## src/rtl/bcd_display_scanner.sv

```systemverilog
// Time-multiplexed 4-digit common-anode 7-seg driver fed by a packed BCD word.
// Latency: disp/bcd_err update on the load edge; seg/dp/an follow one edge later.
// No backpressure: load is accepted every cycle it is high, last value wins.
module bcd_display_scanner #(
  parameter int REFRESH_DIV = 50000,
  parameter int GUARD       = 16
) (
  input  logic        clk,
  input  logic        reset,
  input  logic [15:0] bcd,
  input  logic        load,
  input  logic        blank_lz,
  input  logic [3:0]  dp_en,
  output logic [6:0]  seg,
  output logic        dp,
  output logic [3:0]  an,
  output logic        bcd_err
);

  localparam int CW = (REFRESH_DIV > 1) ? $clog2(REFRESH_DIV) : 1;
  localparam logic [CW-1:0] CNT_LAST  = CW'(REFRESH_DIV - 1);
  localparam logic [CW-1:0] CNT_GUARD = CW'(GUARD);

  localparam logic [6:0] SEG_OFF  = 7'b1111111;
  localparam logic [6:0] SEG_DASH = 7'b0111111;

  logic [15:0]   disp;
  logic [CW-1:0] cnt;
  logic [1:0]    idx;

  logic [3:0]    nib;
  logic          blanked;
  logic          dark;
  logic [6:0]    seg_nx;
  logic          dp_nx;
  logic [3:0]    an_nx;

  function automatic logic [6:0] decode(input logic [3:0] n);
    logic [6:0] s;
    case (n)
      4'd0:    s = 7'b1000000;
      4'd1:    s = 7'b1111001;
      4'd2:    s = 7'b0100100;
      4'd3:    s = 7'b0110000;
      4'd4:    s = 7'b0011001;
      4'd5:    s = 7'b0010010;
      4'd6:    s = 7'b0000010;
      4'd7:    s = 7'b1111000;
      4'd8:    s = 7'b0000000;
      4'd9:    s = 7'b0010000;
      default: s = SEG_DASH;
    endcase
    return s;
  endfunction

  function automatic logic has_bad_nibble(input logic [15:0] w);
    return (w[15:12] > 4'd9) || (w[11:8] > 4'd9) ||
           (w[7:4]   > 4'd9) || (w[3:0]  > 4'd9);
  endfunction

  // A digit is blanked only if it and every more-significant digit are zero.
  always_comb begin
    blanked = 1'b0;
    case (idx)
      2'd1:    blanked = blank_lz && (disp[15:4]  == 12'd0);
      2'd2:    blanked = blank_lz && (disp[15:8]  == 8'd0);
      2'd3:    blanked = blank_lz && (disp[15:12] == 4'd0);
      default: blanked = 1'b0;
    endcase
  end

  always_comb begin
    nib    = disp[{idx, 2'b00} +: 4];
    dark   = (cnt < CNT_GUARD) || blanked;
    seg_nx = SEG_OFF;
    dp_nx  = 1'b1;
    an_nx  = 4'b1111;
    if (!dark) begin
      seg_nx = decode(nib);
      dp_nx  = ~dp_en[idx];
      an_nx  = ~(4'b0001 << idx);
    end
  end

  always_ff @(posedge clk) begin
    if (reset) begin
      disp    <= 16'd0;
      cnt     <= '0;
      idx     <= 2'd0;
      bcd_err <= 1'b0;
      seg     <= SEG_OFF;
      dp      <= 1'b1;
      an      <= 4'b1111;
    end else begin
      if (cnt == CNT_LAST) begin
        cnt <= '0;
        idx <= idx + 2'd1;
      end else begin
        cnt <= cnt + 1'b1;
      end
      if (load) begin
        disp    <= bcd;
        bcd_err <= has_bad_nibble(bcd);
      end
      seg <= seg_nx;
      dp  <= dp_nx;
      an  <= an_nx;
    end
  end

endmodule

```

## config.mk

```make
export PLATFORM = sky130hd
export DESIGN_NAME = bcd_display_scanner
export DESIGN_NICKNAME = d
export VERILOG_FILES = /design/src/rtl/bcd_display_scanner.sv
export SDC_FILE = /design/constraint.sdc
export NUM_CORES = 1
export LEC_CHECK = 0
export CORE_MARGIN = 5
export CORE_UTILIZATION = 50
export DETAILED_ROUTE_END_ITERATION = 16
export GPL_TIMING_DRIVEN = 0
export PLACE_DENSITY_LB_ADDON = 0.25
export SLEW_MARGIN = 5
export SYNTH_ARGS = -nofsm -noshare
export SYNTH_HDL_FRONTEND = slang
export SYNTH_SLANG_ARGS = --single-unit
export TNS_END_PERCENT = 5
```

## constraint.sdc

```tcl
create_clock -name clk -period 2.4 [get_ports clk]
set_input_delay 0.48 -clock clk [delete_from_list [all_inputs] [get_ports clk]]
set_output_delay 0.48 -clock clk [all_outputs]
set_load 0.02 [all_outputs]
```

Yosys cells after proc, flatten, opt, wreduce, memory -nomap -nowiden --
Memories as Yosys holds them, arrays and structs flattened. A register that Yosys moved wholly into a read port is not among the register bits. Cells that the tools add are included.
Word-level totals: flip-flop bits (word level) 40, bits in read-only memories 112, input bits 24, output and inout bits 13, logic and storage cells 38, memories kept 1
Memories:
- (name not given) | depth 16, bits a word 7, rd ports 1, clocked after Yosys merged registers in 1, wr ports 0, line 40 | case (n)
Operators by class: $add $sub $neg 2, order comparisons 6, equality and inequality tests 4, shift operators 2, mux-type cells 3, bitwise gates (word level) 2, reductions and logical operators 12
Operator list (count):
- 16-bit by 1-bit adder with 16-bit output (second input constant) | 1
- 16-bit == test (second input constant) | 1
- 4-bit greater-than comparator (second input constant) | 4
- 16-bit by 5-bit < comparator with 1-bit output (second input constant) | 1
- 16-bit by 5-bit variable part select with 4-bit output | 1
- 12-bit zero test | 1
- 8-bit zero test | 1
- 2-bit == test (second input constant) | 2
- 4-bit zero test | 1
- 1-bit logical OR | 4
- 4-bit inverter | 1
- 2-bit OR reduction | 2
- 1-bit by 2-bit left shift with 4-bit output (first input constant) | 1
- 1-bit logical AND | 3
- 2-bit by 3-bit < comparator with 1-bit output (second input constant) | 1
- 1-bit case mux with 3 select lines | 1
- 2-bit by 1-bit adder with 2-bit output (second input constant) | 1
- 1-bit binary-select mux with 2-bit select | 1
- 2-bit by 1-bit == test with 1-bit output (second input constant) | 1
- 1-bit two-way mux | 1
- 1-bit inverter | 1

Longest topological paths before layout --
Gate-level depths: netlist of the first run.
depth in word-level cells 5, gate-level depth with buffers 8, depth with buffers taken out 7

Worst setup path after synthesis of the first run --
No wires, ideal clock.
path type reg-to-reg, from register idx[0], to register seg[4], setup time 0.121 ns, data arrival time 1.820 ns, required time 2.279 ns, path slack 0.458 ns, cell stages (with the launch flop) 9, path buffers 1, clock period less this slack 1.942 ns, cells stage by stage dfxtp_1 buf_2 mux4_2 inv_1 ha_1 inv_1 mux2_2 mux2i_1 nand2_1
Between the ends: longest elaborated chain between the ends 4, elaborated cells on any way between the ends 7, those cells by class 3 x eq/ne; 1 x shift; 1 x mux; 2 x reduce/logical
RTL lines:
- start, declared | line 29 | logic [1:0] idx;
- start signal, assigned | line 97 | idx <= idx + 2'd1;
- 2-bit == test or 2-bit by 1-bit == test with 1-bit output (tied branches) | line 64 | case (idx)
- 1-bit case mux with 3 select lines | line 64
- 1-bit logical OR | line 74 | dark = (cnt < CNT_GUARD) || blanked;
- 2-bit OR reduction (no line)
- end, declared | line 14 | output logic [6:0] seg,
Parallel ways exist; a longest one is shown, timed or not. A chain may end at the register's enable or synchronous reset.

Worst setup path in the final report of the first run --
Ends and elaborated chain as after synthesis.

==> reports/results.tsv, run 1 <==
stage	metric	value	unit
clock_tree	clkTransAtPathRegs	80	ps
route	ant_nets	0	
setup_path	arrival	2310	ps
clock_tree	clk_latency	300	ps
route	drc	0	
setup_path	crit_path_max_fanout	7	
clock_tree	tritoncts	yes	
sta	post-route-period-util	88.7	%
layout	final_area	0.00262	mm²
global_routing	grt_antenna_before_repair	0	
pwr	power.density	563	mW/mm²
synth	syn_nets	254	
synth	synthesis.area	0.00211	mm²
sta	slew_violations	0	
clock_tree	cts_max_path_buffers	2	
synth	synth_compound_gate_area_share	8.78	%
setup_path	path_buf_inv	3	
floorplan	coreArea	0.00406	mm²
clock_tree	root_buffer	clkbuf_8	
synth	syn_inst	220	
setup_path	path_cells	buf_2 > mux4_2 > inv_1 > ha_1 > inv_1 > mux2_2 > mux2i_1 > nand2_1	
route	wirelength	4150	µm
clock_tree	cts_inserted_buffers	5	
synth	synth_async_sr_flop_share	0	%
synth	synth_top_family_by_area	simple AND/OR/NAND/NOR gates	
global_routing	grt_pass1_wl	7120	µm
sta	slew_headroom	55.9	%
worst_hold_path	hold_class	reg -> reg	
synth	ys_types	33	
floorplan	die_h	75.0	µm
worst_hold_path	whs_path_depth	1	
sta	min_period	2130	ps
global_routing	grt_max_degree	14	
setup_path	critPathKind	reg -> reg	
setup_path	startpoint_type	register	
layout	final_nets	296	
clock_tree	cts_sinks	47	
placed_design	dp_hpwl	3210	µm
global_routing	grt_usage	16.6	%
setup_path	rrSetupSlack	270	ps
placed_design	place_area	0.00252	mm²
setup_path	critPathSlowestCell	mux4_2	
synth	synth_fa_ha_area_share	5.93	%
setup_path	r2r_cells	8	
global_routing	grt_pass1_vias	1593	
route	wl_per_cell	13.3	µm
sta	fmax	0.470	GHz
route	routed_via_density	5.28	
floorplan	initial_utilization	52.0	%
clock_tree	post_cts_resized	0	
setup_path	regToRegStartpoint	idx[0]$_SDFFE_PP0P_	
floorplan	die_x	75.0	µm
layout	final_common_cell	dfxtp_1	
floorplan	die_area	0.00562	mm²
run_status	outcome	complete, no violations	
synth	synthFlopType	dfxtp_1	
sta	tightest_slew	661	ps
layout	area_growth	24.3	%
worst_hold_path	hold_path_end	cnt[0]$_SDFF_PP0_	
synth	synthMuxAreaShare	13.9	%
placed_design	port_buffers	35	
placed_design	gp_congestion	0.816	
route	drtIter0Drc	58	
clock_tree	cts_setup_buffers	0	
setup_path	cp.required	2580	ps
sta	clock_skew	6.86	ps
layout	final_cell_mix	dfxtp_1 (47), clkdlybuf4s50_1 (35), nor2_1 (32)	
worst_hold_path	min_from	cnt[0]$_SDFF_PP0_	
pwr	ir_worst_vdd	367	µV
synth	ys_ff_latch	47	
sta	holdWs	484	ps
sta	final.setup.tns	0	ps
layout	fin_util	64.6	%
setup_path	worstSetupStartpoint	idx[0]$_SDFFE_PP0P_	
route	vias	1654	
sta	grt_setup_unrepaired	false	
synth	yosys.area_share.simple	19.0	%
flow_run	cap_violations	0	
synth	synth.avg_cell_area	9.59	µm²
layout	antenna_cells	0	
synth	seq_area_frac_synth	44.6	%
setup_path	path_common_cell	inv_1	
route	dr.pass1.iters	4	
global_routing	overflow	0	
setup_path	worstSetupEndpointType	register	
setup_path	cp_slowest_stage_delay	590	ps
pwr	leakagePower	1.02	nW
synth	synth-edff-count	0	
layout	drive_above_1_share	7.22	%
synth	synthXorXnorAreaFrac	4.15	%
setup_path	r2r-end	seg[4]$_SDFF_PP1_	
synth	ys_warn_count	0	
clock_tree	cts_max_level	2	
sta	finalSetupViolations	0	
clock_tree	hold_buffers	0	
setup_path	critPathTopFamily	multiplexers	
sta	hold_violations	0	
floorplan	ios	37	
floorplan	row_count	23	
cells by family after synthesis:
kind of cell / Yosys count
xor gates and xnor gates: 10
and+or+nand+nor: 82
adders and majority gates: 10
buffers and inverters: 18
muxes: 23
DFF: 47
AOI/OAI and AO/OA: 30
power by group:
group,switching [W],internal (W)
Combinational,0.0000601,0.0000781
Sequential,0.0000173,0.000801
Clock,0.000256,0.000263
Total,0.000334,0.00114
cell usage after synthesis (6+ instances only):
cell type,count,area share [%]
inv_1,10,1.8
mux2i_1,17,8.1
dfxtp_1,47,45
clkbuf_1,6,1.1
a21oi_1,8,1.9
nand3_1,10,2.4
xnor2_1,7,2.9
nor2_1,32,5.7
ha_1,10,5.9
nand2_1,13,2.3
o21ai_0,15,3.6
registers in the layout, indices dropped and copies added (netlist names):
signal	count
an	4
bcd_err	1
dp	1
disp	16
cnt	16
seg	7
idx	2
metal layers:
layer	track usage, %	vias up	wire length (µm)	share of wire, %
met5	0	-	0	0
met4	7.31	0	76	1.8
met3	3.74	8	164	3.9
met2	28.0	24	2020	49
met1	20.3	767	1890	46
li1	-	855	-	-
worst max path at each step:
stage / end / depth (start not counted)
CTS: seg[4]$_SDFF_PP1_ / 8
global placement: seg[4]$_SDFF_PP1_ / 8
floorplan: seg[4]$_SDFF_PP1_ / 8
global route: seg[4]$_SDFF_PP1_ / 8
finish: seg[4]$_SDFF_PP1_ / 8
detailed placement: seg[4]$_SDFF_PP1_ / 8
layout make-up:
type	instances	area, µm²
repair buffers	35	350
well taps	50	62.6
inverters	10	37.5
plain buffers	8	38.8
fillers	349	1440
clock buffers	8	100
flip-flops and latches	47	941
multi-input cells	155	1090
metrics by stage:
step | total power (W) | cells | worst slack [ps]
6_report | 0.00148 | 313 | 271
5_1_grt | 0.00154 | 313 | 71.3
4_1_cts | 0.00149 | 313 | 245
3_5_place_dp | 0.000974 | 305 | 272
3_3_place_gp | 0.000972 | 305 | 324
2_1_floorplan | 0.000912 | 220 | 458
worst reg2reg max path: cells and delay by family, from the launching register on:
| kind | cells | cell delay, ps |
|---|---|---|
| AND/OR/NAND/NOR | 1 | 80 |
| buffers and inverters | 3 | 430 |
| multiplexers | 3 | 970 |
| flip-flops | 1 | 360 |
| adder cells (fa/ha/maj) | 1 | 180 |
Note: power is estimated with default switching activity, not from simulation.
==> run 2: changes to the inputs <==
--- a/config.mk
+++ b/config.mk
@@ -5,7 +5,6 @@
 export SDC_FILE = /design/constraint.sdc
 export NUM_CORES = 1
 export LEC_CHECK = 0
-export CORE_MARGIN = 5
 export CORE_UTILIZATION = 50
 export DETAILED_ROUTE_END_ITERATION = 16
 export GPL_TIMING_DRIVEN = 0
==> run 2 against run 1 <==
Effect of this change:
- via count down 0.18%
- worst setup slack better by 24 ps
- final cell count unchanged
- first-iteration DRC count up 71%
- hold slack worse by 15 ps
- sequential share of layout area up 0.21 points
- final area down 0.57%
- utilization up 0.089 points
- global-route usage up 3.9 points
==> reports/results.tsv, run 2 (same netlist as run 1, synthesis figures left out) <==
stage	metric	value	unit
sta	slew_violations	0	
sta	worst_slack	295	ps
setup_path	worstSetupEndpointType	register	
route	drc	0	
layout	drive_above_1_share	7.22	%
sta	hold_violations	0	
route	wirelength	4010	µm
pwr	leakagePower	1.01	nW
global_routing	grt_usage	20.6	%
run_status	outcome	complete, no violations	
pwr	power.density	546	mW/mm²
setup_path	rrSetupSlack	290	ps
route	ant_nets	0	
layout	fin_util	64.7	%
worst_hold_path	hold_class	reg -> reg	
sta	clock_skew	4.59	ps
placed_design	dp_slack	298	ps
pwr	ir_worst_vdd	395	µV
clock_tree	clk_latency	310	ps
clock_tree	cts_inserted_buffers	5	
placed_design	gp_congestion	0.807	
placed_design	place_area	0.00252	mm²
floorplan	die_x	67.0	µm
layout	reg.largest.list	cnt x16, disp x16, seg x7	
setup_path	arrival	2300	ps
layout	final_common_cell	dfxtp_1	
sta	tightest_slew	663	ps
clock_tree	cts_max_level	2	
layout	antenna_cells	0	
sta	fmax	0.475	GHz
sta	slew_headroom	55.8	%
sta	min_period	2110	ps
setup_path	path_common_cell	inv_1	
sta	grt_setup_unrepaired	false	
flow_run	cap_violations	0	
route	drtIter0Drc	99	
clock_tree	clkTransAtPathRegs	80	ps
floorplan	ios	37	
global_routing	grt_pass1_wl	6710	µm
clock_tree	cts_sinks	47	
setup_path	path_buf_inv	3	
clock_tree	cts_setup_buffers	0	
setup_path	cp.required	2600	ps
floorplan	die_area	0.00448	mm²
route	vias	1651	
setup_path	crit_path_max_fanout	7	
setup_path	critPathSlowestCell	mux4_2	
sta	finalSetupViolations	0	
route	wl_per_cell	12.8	µm
clock_tree	cts_max_path_buffers	2	
clock_tree	tritoncts	yes	
setup_path	cp_slowest_stage_delay	600	ps
global_routing	grt_max_degree	15	
sta	final.setup.tns	0	ps
global_routing	grt_antenna_before_repair	0	
global_routing	grt_pass1_vias	1546	
floorplan	row_count	23	
layout	final_nets	296	
clock_tree	hold_buffers	0	
floorplan	die_h	67.0	µm
clock_tree	root_buffer	clkbuf_8	
floorplan	initial_utilization	52.4	%
route	dr.pass1.iters	4	
global_routing	overflow	0	
clock_tree	post_cts_resized	0	
setup_path	critPathTopFamily	multiplexers	
layout	area_growth	23.6	%
setup_path	critPathKind	reg -> reg	
placed_design	dp_hpwl	3050	µm
route	routed_via_density	5.27	
setup_path	path_cells	buf_2 > mux4_2 > inv_1 > ha_1 > inv_1 > mux2_2 > mux2i_1 > nand2_1	
layout	final_cell_mix	dfxtp_1 (47), clkdlybuf4s50_1 (35), nor2_1 (32)	
placed_design	port_buffers	35	
sta	post-route-period-util	87.7	%
layout	final_area	0.00261	mm²
floorplan	coreArea	0.00403	mm²
setup_path	startpoint_type	register	
-- run 2: layout make-up --
type	count	area (µm²)
Tap cell	50	62.6
Inverter	10	37.5
Clock inverter	2	12.5
Buffer	8	38.8
Timing Repair Buffer	35	350
Clock buffer	6	72.6
Fill cell	338	1420
Sequential cell	47	941
Multi-Input combinational cell	155	1090
-- run 2: worst reg2reg max path, stage by stage, from the launching register on --
cell and delay (ps):
dfxtp_1 360, buf_2 240, mux4_2 600, inv_1 130
ha_1 180, inv_1 40, mux2_2 250, mux2i_1 130
nand2_1 60
-- run 2: metrics by stage --
step           cells  power, W  hold slack [ps]
6_report         313   0.00142              469
5_1_grt          313   0.00149              488
4_1_cts          313   0.00144              478
3_5_place_dp     305  0.000975              460
3_3_place_gp     305  0.000972              444
2_1_floorplan    220  0.000912              426
-- run 2: power breakdown --
| part | switching [W] | internal (W) | leakage, nW |
|---|---|---|---|
| combinational | 0.0000606 | 0.0000780 | 0.581 |
| sequential | 0.0000173 | 0.000801 | 0.383 |
| clock | 0.000264 | 0.000204 | 0.0412 |
| total | 0.000342 | 0.00108 | 1.01 |
-- run 2: worst paths after layout --
path | from | to | cells after the start
worst max register to register | idx[0]$_SDFFE_PP0P_ | seg[4]$_SDFF_PP1_ | 8
worst max-delay path | idx[0]$_SDFFE_PP0P_ | seg[4]$_SDFF_PP1_ | 8
worst min register to register | cnt[0]$_SDFF_PP0_ | cnt[0]$_SDFF_PP0_ | 1
worst min-delay path | cnt[0]$_SDFF_PP0_ | cnt[0]$_SDFF_PP0_ | 1
-- run 2: routing by layer --
metal	wire (µm)	GRT usage (%)	share of wire, %
met5	0	0	0
met4	89	11.2	2.2
met3	111	4.11	2.8
met2	1980	34.7	49
met1	1830	24.2	46
